## src/rtl/fetch_sequencer.sv

```systemverilog
// rtl/fetch_sequencer.sv - instruction fetch sequencer with jump/branch redirect, stall and halt
//
// Purpose: walks a program counter through a combinational program memory,
// registering each fetched word into ir. Redirects flush one wrong-path fetch.
//
// Ports:
//   clk          clock, rising edge
//   reset        asynchronous active-high reset
//   start        begin execution at address 0 from IDLE or HALT
//   stall        freeze all state for the cycle
//   halt         stop after the instruction held in ir
//   jump         absolute redirect to jump_addr
//   jump_addr    absolute target
//   branch       relative redirect to ir_addr + branch_off
//   branch_off   two's-complement offset
//   instruction  program-memory read data for address
//   address      program counter to program memory
//   ir           current instruction
//   ir_addr      address ir was fetched from
//   ir_valid     ir holds a valid, non-flushed instruction
//   running      high in FETCH or RUN
//   halted       high in HALT
module fetch_sequencer #(
    parameter int P_SIZE = 6,
    parameter int I_SIZE = 24
) (
    input  logic              clk,
    input  logic              reset,
    input  logic              start,
    input  logic              stall,
    input  logic              halt,
    input  logic              jump,
    input  logic [P_SIZE-1:0] jump_addr,
    input  logic              branch,
    input  logic [P_SIZE-1:0] branch_off,
    input  logic [I_SIZE-1:0] instruction,
    output logic [P_SIZE-1:0] address,
    output logic [I_SIZE-1:0] ir,
    output logic [P_SIZE-1:0] ir_addr,
    output logic              ir_valid,
    output logic              running,
    output logic              halted
);

    typedef enum logic [1:0] {
        S_IDLE  = 2'd0,
        S_FETCH = 2'd1,
        S_RUN   = 2'd2,
        S_HALT  = 2'd3
    } state_t;

    state_t            state_q, state_d;
    logic [P_SIZE-1:0] address_q, address_d;
    logic [I_SIZE-1:0] ir_q, ir_d;
    logic [P_SIZE-1:0] ir_addr_q, ir_addr_d;
    logic              ir_valid_q, ir_valid_d;

    always_ff @(posedge clk or posedge reset) begin
        if (reset) begin
            state_q    <= S_IDLE;
            address_q  <= '0;
            ir_q       <= '0;
            ir_addr_q  <= '0;
            ir_valid_q <= 1'b0;
        end else begin
            state_q    <= state_d;
            address_q  <= address_d;
            ir_q       <= ir_d;
            ir_addr_q  <= ir_addr_d;
            ir_valid_q <= ir_valid_d;
        end
    end

    always_comb begin
        state_d    = state_q;
        address_d  = address_q;
        ir_d       = ir_q;
        ir_addr_d  = ir_addr_q;
        ir_valid_d = ir_valid_q;

        // Stall freezes everything, including control requests, in every state.
        if (!stall) begin
            unique case (state_q)
                S_IDLE: begin
                    address_d  = '0;
                    ir_valid_d = 1'b0;
                    if (start) begin
                        state_d = S_FETCH;
                    end
                end
                S_FETCH: begin
                    ir_d       = instruction;
                    ir_addr_d  = address_q;
                    address_d  = address_q + P_SIZE'(1);
                    ir_valid_d = 1'b1;
                    state_d    = S_RUN;
                end
                S_RUN: begin
                    // Control requests only act on a real instruction; during a
                    // bubble the target fetch proceeds sequentially.
                    if (halt && ir_valid_q) begin
                        state_d    = S_HALT;
                        ir_valid_d = 1'b0;
                    end else if (jump && ir_valid_q) begin
                        address_d  = jump_addr;
                        ir_valid_d = 1'b0;
                    end else if (branch && ir_valid_q) begin
                        address_d  = ir_addr_q + branch_off;
                        ir_valid_d = 1'b0;
                    end else begin
                        ir_d       = instruction;
                        ir_addr_d  = address_q;
                        address_d  = address_q + P_SIZE'(1);
                        ir_valid_d = 1'b1;
                    end
                end
                S_HALT: begin
                    ir_valid_d = 1'b0;
                    if (start) begin
                        address_d = '0;
                        state_d   = S_FETCH;
                    end
                end
                default: begin
                    state_d = S_IDLE;
                end
            endcase
        end
    end

    assign address  = address_q;
    assign ir       = ir_q;
    assign ir_addr  = ir_addr_q;
    assign ir_valid = ir_valid_q;
    assign running  = (state_q == S_FETCH) || (state_q == S_RUN);
    assign halted   = (state_q == S_HALT);

endmodule

```

## config.mk

```make
export PLATFORM = sky130hd
export DESIGN_NAME = fetch_sequencer
export DESIGN_NICKNAME = d
export VERILOG_FILES = /design/src/rtl/fetch_sequencer.sv
export SDC_FILE = /design/constraint.sdc
export NUM_CORES = 1
export LEC_CHECK = 0
export CAP_MARGIN = 40
export CORE_MARGIN = 1
export CORE_UTILIZATION = 40
export CTS_BUF_LIST = sky130_fd_sc_hd__clkbuf_4 sky130_fd_sc_hd__clkbuf_8
export CTS_CLUSTER_DIAMETER = 150
export DETAILED_ROUTE_END_ITERATION = 8
export PLACE_DENSITY = 0.78
export SLEW_MARGIN = 30
export SYNTH_ARGS = -nofsm -noshare
export SYNTH_HDL_FRONTEND = slang
export SYNTH_SLANG_ARGS = --single-unit
```

## constraint.sdc

```tcl
create_clock -name clk -period 1.87 [get_ports clk]
set_input_delay 0.374 -clock clk [delete_from_list [all_inputs] [get_ports clk]]
set_output_delay 0.374 -clock clk [all_outputs]
set_load 0.05 [all_outputs]
```

==> results of run 1 <==
==> power by group <==
part	internal, µW	switching [µW]
combinational	1570	2300
sequential	1230	248
clock	398	319
==> cell usage after synthesis (all sizes together), types with 2 or more instances <==
cell / count / share of area
dfrtp: 39 / 0.48
mux2: 30 / 0.17
a21oi: 11 / 0.027
nand2: 11 / 0.020
ha: 10 / 0.062
o21ai: 10 / 0.025
nor2: 9 / 0.017
buf: 6 / 0.024
inv: 6 / 0.011
nand3: 6 / 0.015
a21o: 4 / 0.015
nor3: 3 / 0.0074
o31ai: 3 / 0.011
xor2: 3 / 0.013
a22o: 2 / 0.0087
and3: 2 / 0.0062
o22ai: 2 / 0.0062
xnor2: 2 / 0.0087
==> repair_timing <==
action,in CTS,in global routing
gates resized for setup,2,21
gates cloned,0,1
endpoints found under the setup margin,2,42
buffers inserted,0,2
pin swaps,0,2
==> area by class of cell <==
type,count,area (µm²),share of cell area
clock inverters,3,43.8,0.0136
multi-input cells,124,1010,0.312
inverters,6,22.5,0.00698
clock buffers,5,68.8,0.0213
well taps,67,83.8,0.0260
repair buffers,104,1020,0.317
flip-flops and latches,39,978,0.303
==> routing by layer <==
| metal | part of all wire | wire length, µm |
|---|---|---|
| met1 | 0.43 | 2100 |
| met2 | 0.49 | 2430 |
| met3 | 0.069 | 338 |
| met4 | 0.010 | 51 |
| met5 | 0 | 0 |
==> cell families after synthesis <==
| logic type | after synthesis | synth area share |
|---|---|---|
| multiplexers | 31 | 0.172 |
| buffers and inverters | 13 | 0.0372 |
| adder cells (fa/ha/maj) | 11 | 0.0720 |
| XOR/XNOR | 5 | 0.0217 |
| AO/OA/AOI/OAI | 39 | 0.123 |
| flip-flops | 39 | 0.484 |
| AND/OR/NAND/NOR | 38 | 0.0893 |
==> worst max-delay path by stage <==
stage,from,endpoint,slack [ns],cells past startpoint
detailed placement,branch_off[0],address[4]$_DFFE_PP0P_,-0.37,8
global placement,branch_off[0],address[4]$_DFFE_PP0P_,-0.34,8
floorplan,ir_addr[3]$_DFFE_PP0P_,address[5]$_DFFE_PP0P_,0.002,6
finish,ir[14]$_DFFE_PP0P_,ir[14],0.04,1
CTS,ir_addr[2]$_DFFE_PP0P_,ir_addr[2],0.00004,1
global route,state_q[0]$_DFFE_PP0P_,ir[15]$_DFFE_PP0P_,-0.02,8
==> flip-flops by register name, indices dropped and copies added (netlist names) <==
signal and flops:
ir_valid 1, ir 24, state_q 2, ir_addr 6
address 6
==> cell usage in the layout (no fill, tap or decap), types with 2 or more instances in the layout <==
cell type	instances
sky130_fd_sc_hd__inv_1	5
sky130_fd_sc_hd__o21ai_0	10
sky130_fd_sc_hd__clkdlybuf4s50_1	54
sky130_fd_sc_hd__dfrtp_1	37
sky130_fd_sc_hd__buf_12	4
sky130_fd_sc_hd__xnor2_1	2
sky130_fd_sc_hd__clkbuf_8	5
sky130_fd_sc_hd__a21o_1	4
sky130_fd_sc_hd__o31ai_1	3
sky130_fd_sc_hd__buf_4	35
sky130_fd_sc_hd__nand2_1	11
sky130_fd_sc_hd__buf_6	2
sky130_fd_sc_hd__nand3_1	6
sky130_fd_sc_hd__nor3_1	2
sky130_fd_sc_hd__a22o_1	2
sky130_fd_sc_hd__nor2_1	9
sky130_fd_sc_hd__o22ai_1	2
sky130_fd_sc_hd__dfrtp_2	2
sky130_fd_sc_hd__xor2_1	3
sky130_fd_sc_hd__mux2_2	30
sky130_fd_sc_hd__dlymetal6s2s_1	8
sky130_fd_sc_hd__and3_1	2
sky130_fd_sc_hd__ha_1	6
sky130_fd_sc_hd__a21oi_1	10
sky130_fd_sc_hd__ha_2	3
==> stage by stage <==
step	setup WS, ns	TNS (ns)	hold slack [ns]	cells	area, µm²
floorplan	0.00176	0	0.467	176	2040
global placement	-0.344	-7.24	0.487	337	3020
CTS	0.0000432	0	0.429	345	3140
detailed placement	-0.372	-6.97	0.495	337	3020
finish	0.0431	0	0.427	348	3220
global route	-0.0216	-0.171	0.439	348	3220
==> load_flow_metrics.sql, run 1 <==
INSERT INTO impl_metrics (metric_group, metric, value, unit) VALUES
('floorplan', 'starting_density_of_the_core', '0.421', ''),
('cts', 'clk_root_buffer_cell', 'sky130_fd_sc_hd__clkbuf_8', ''),
('pwr', 'peak_supply_drop', '0.963', 'mV'),
('place', 'place.gp.congestion', '0.874', ''),
('finish', 'drive_above_1_share', '0.331', ''),
('synthesis', 'ys_seq_area_frac', '0.484', ''),
('critical_path', 'critical_path.top_delay_family', 'buffers and inverters', ''),
('finish', 'nFillCells', '372', ''),
('global_routing', 'grt_antenna_before_repair', '0', ''),
('synthesis', 'ys_dominant_reg_cell', 'sky130_fd_sc_hd__dfrtp_1', ''),
('finish', 'fin_nets', '334', ''),
('route', 'route.detailed.vias_per_inst', '5.10', ''),
('hold_path', 'timing.hold.worst.class', 'input port to async pin', ''),
('synthesis', 'syn_nets', '230', ''),
('route', 'drc', '0', ''),
('global_routing', 'global_route.usage.met2', '0.322', ''),
('critical_path', 'worst_ep_arrival_time', '1.45', 'ns'),
('sta', 'maxSlewViolCount', '0', ''),
('sta', 'finClkSkew', '0.0112', 'ns'),
('cts', 'clock_tree_buf_depth', '2', ''),
('cts', 'cts.sink_count', '39', ''),
('synthesis', 'ys_seq_elements', '39', ''),
('floorplan', 'floorplan.die.height', '73.0', 'µm'),
('synthesis', 'syn-instance-count', '176', ''),
('sta', 'slew_headroom', '0.656', ''),
('synthesis', 'synth_warnings', '0', ''),
('status', 'run_status', 'complete, no violations', ''),
('critical_path', 'cpMaxStageDelayCell', 'sky130_fd_sc_hd__clkdlybuf4s50_1', ''),
('critical_path', 'reg2reg_slack', '0.07', 'ns'),
('finish', 'final_core_util', '0.674', ''),
('finish', 'layout-area-overhead-vs-synth', '59.9', '%'),
('sta', 'min_cycle_time_layout', '1.83', 'ns'),
('global_routing', 'grt_remaining_overflow', '0', ''),
('sta', 'report.final.setup_viol', '0', ''),
('global_routing', 'first_global_vias', '1737', ''),
('sta', 'fmax', '547', 'MHz'),
('place', 'portBuffers', '81', ''),
('cts', 'clkSlewWorstSetupHoldPaths', '0.08', 'ns'),
('route', 'dr.first_iter.drc_count', '126', ''),
('critical_path', 'worst_setup_path_start_kind', 'register', ''),
('critical_path', 'worstPathRequired', '1.50', 'ns'),
('sta', 'final.period_utilization', '0.977', ''),
('critical_path', 'capturing_point_of_the_worst_reg2reg_path', 'ir[15]$_DFFE_PP0P_', ''),
('global_routing', 'groute.layer.met1.usage', '0.233', ''),
('critical_path', 'reg2reg_depth', '8', ''),
('critical_path', 'worst_path_largest_cell_delay', '0.80', 'ns'),
('route', 'wire_per_inst', '14.1', 'µm'),
('cts', 'worstSkewPairLatency', '0.29', 'ns'),
('route', 'detail_route.first_pass.iterations', '4', ''),
('critical_path', 'regToRegStartpoint', 'state_q[0]$_DFFE_PP0P_', ''),
('floorplan', 'i_o_pin_cnt', '82', ''),
('cts', 'clock_tree.htree_level_count', '2', ''),
('critical_path', 'setup.worst_path.end_class', 'primary output', ''),
('synthesis', 'async_reset_ff_frac', '1.00', ''),
('sta', 'tightestPinTransition', '0.515', 'ns'),
('synthesis', 'netlist-cell-type-count', '36', ''),
('cts', 'numCtsBuffers', '5', ''),
('pwr', 'pwr_density_cell', '1880', 'nW/µm²'),
('pwr', 'total_power', '6060', 'µW'),
('cts', 'postCtsHoldBufs', '0', ''),
('floorplan', 'fp.dieArea', '5330', 'µm²'),
('floorplan', 'core-area', '4790', 'µm²'),
('global_routing', 'busiest_grt_layer', 'met2', ''),
('route', 'antenna_left', '0', ''),
('route', 'num_vias', '1775', ''),
('floorplan', 'floorplan.rows', '25', ''),
('global_routing', 'grt.total_usage', '0.193', ''),
('sta', 'rsz0062_at_grt', 'true', ''),
('critical_path', 'crit_chain', 'clkdlybuf4s50_1', ''),
('synthesis', 'synth-edff-count', '0', ''),
('global_routing', 'first_pass_grt_wire_length', '7.76', 'mm');
Note: power is estimated with default switching activity, not from simulation.
==> inputs of run 2 (changes only) <==
--- a/config.mk
+++ b/config.mk
@@ -9,7 +9,7 @@
 export CORE_MARGIN = 1
 export CORE_UTILIZATION = 40
 export CTS_BUF_LIST = sky130_fd_sc_hd__clkbuf_4 sky130_fd_sc_hd__clkbuf_8
-export CTS_CLUSTER_DIAMETER = 150
+export CTS_CLUSTER_DIAMETER = 60
 export DETAILED_ROUTE_END_ITERATION = 8
 export PLACE_DENSITY = 0.78
 export SLEW_MARGIN = 30
==> results of run 2 <==
The final DEF is identical to that of run 1; final timing and power are the same.
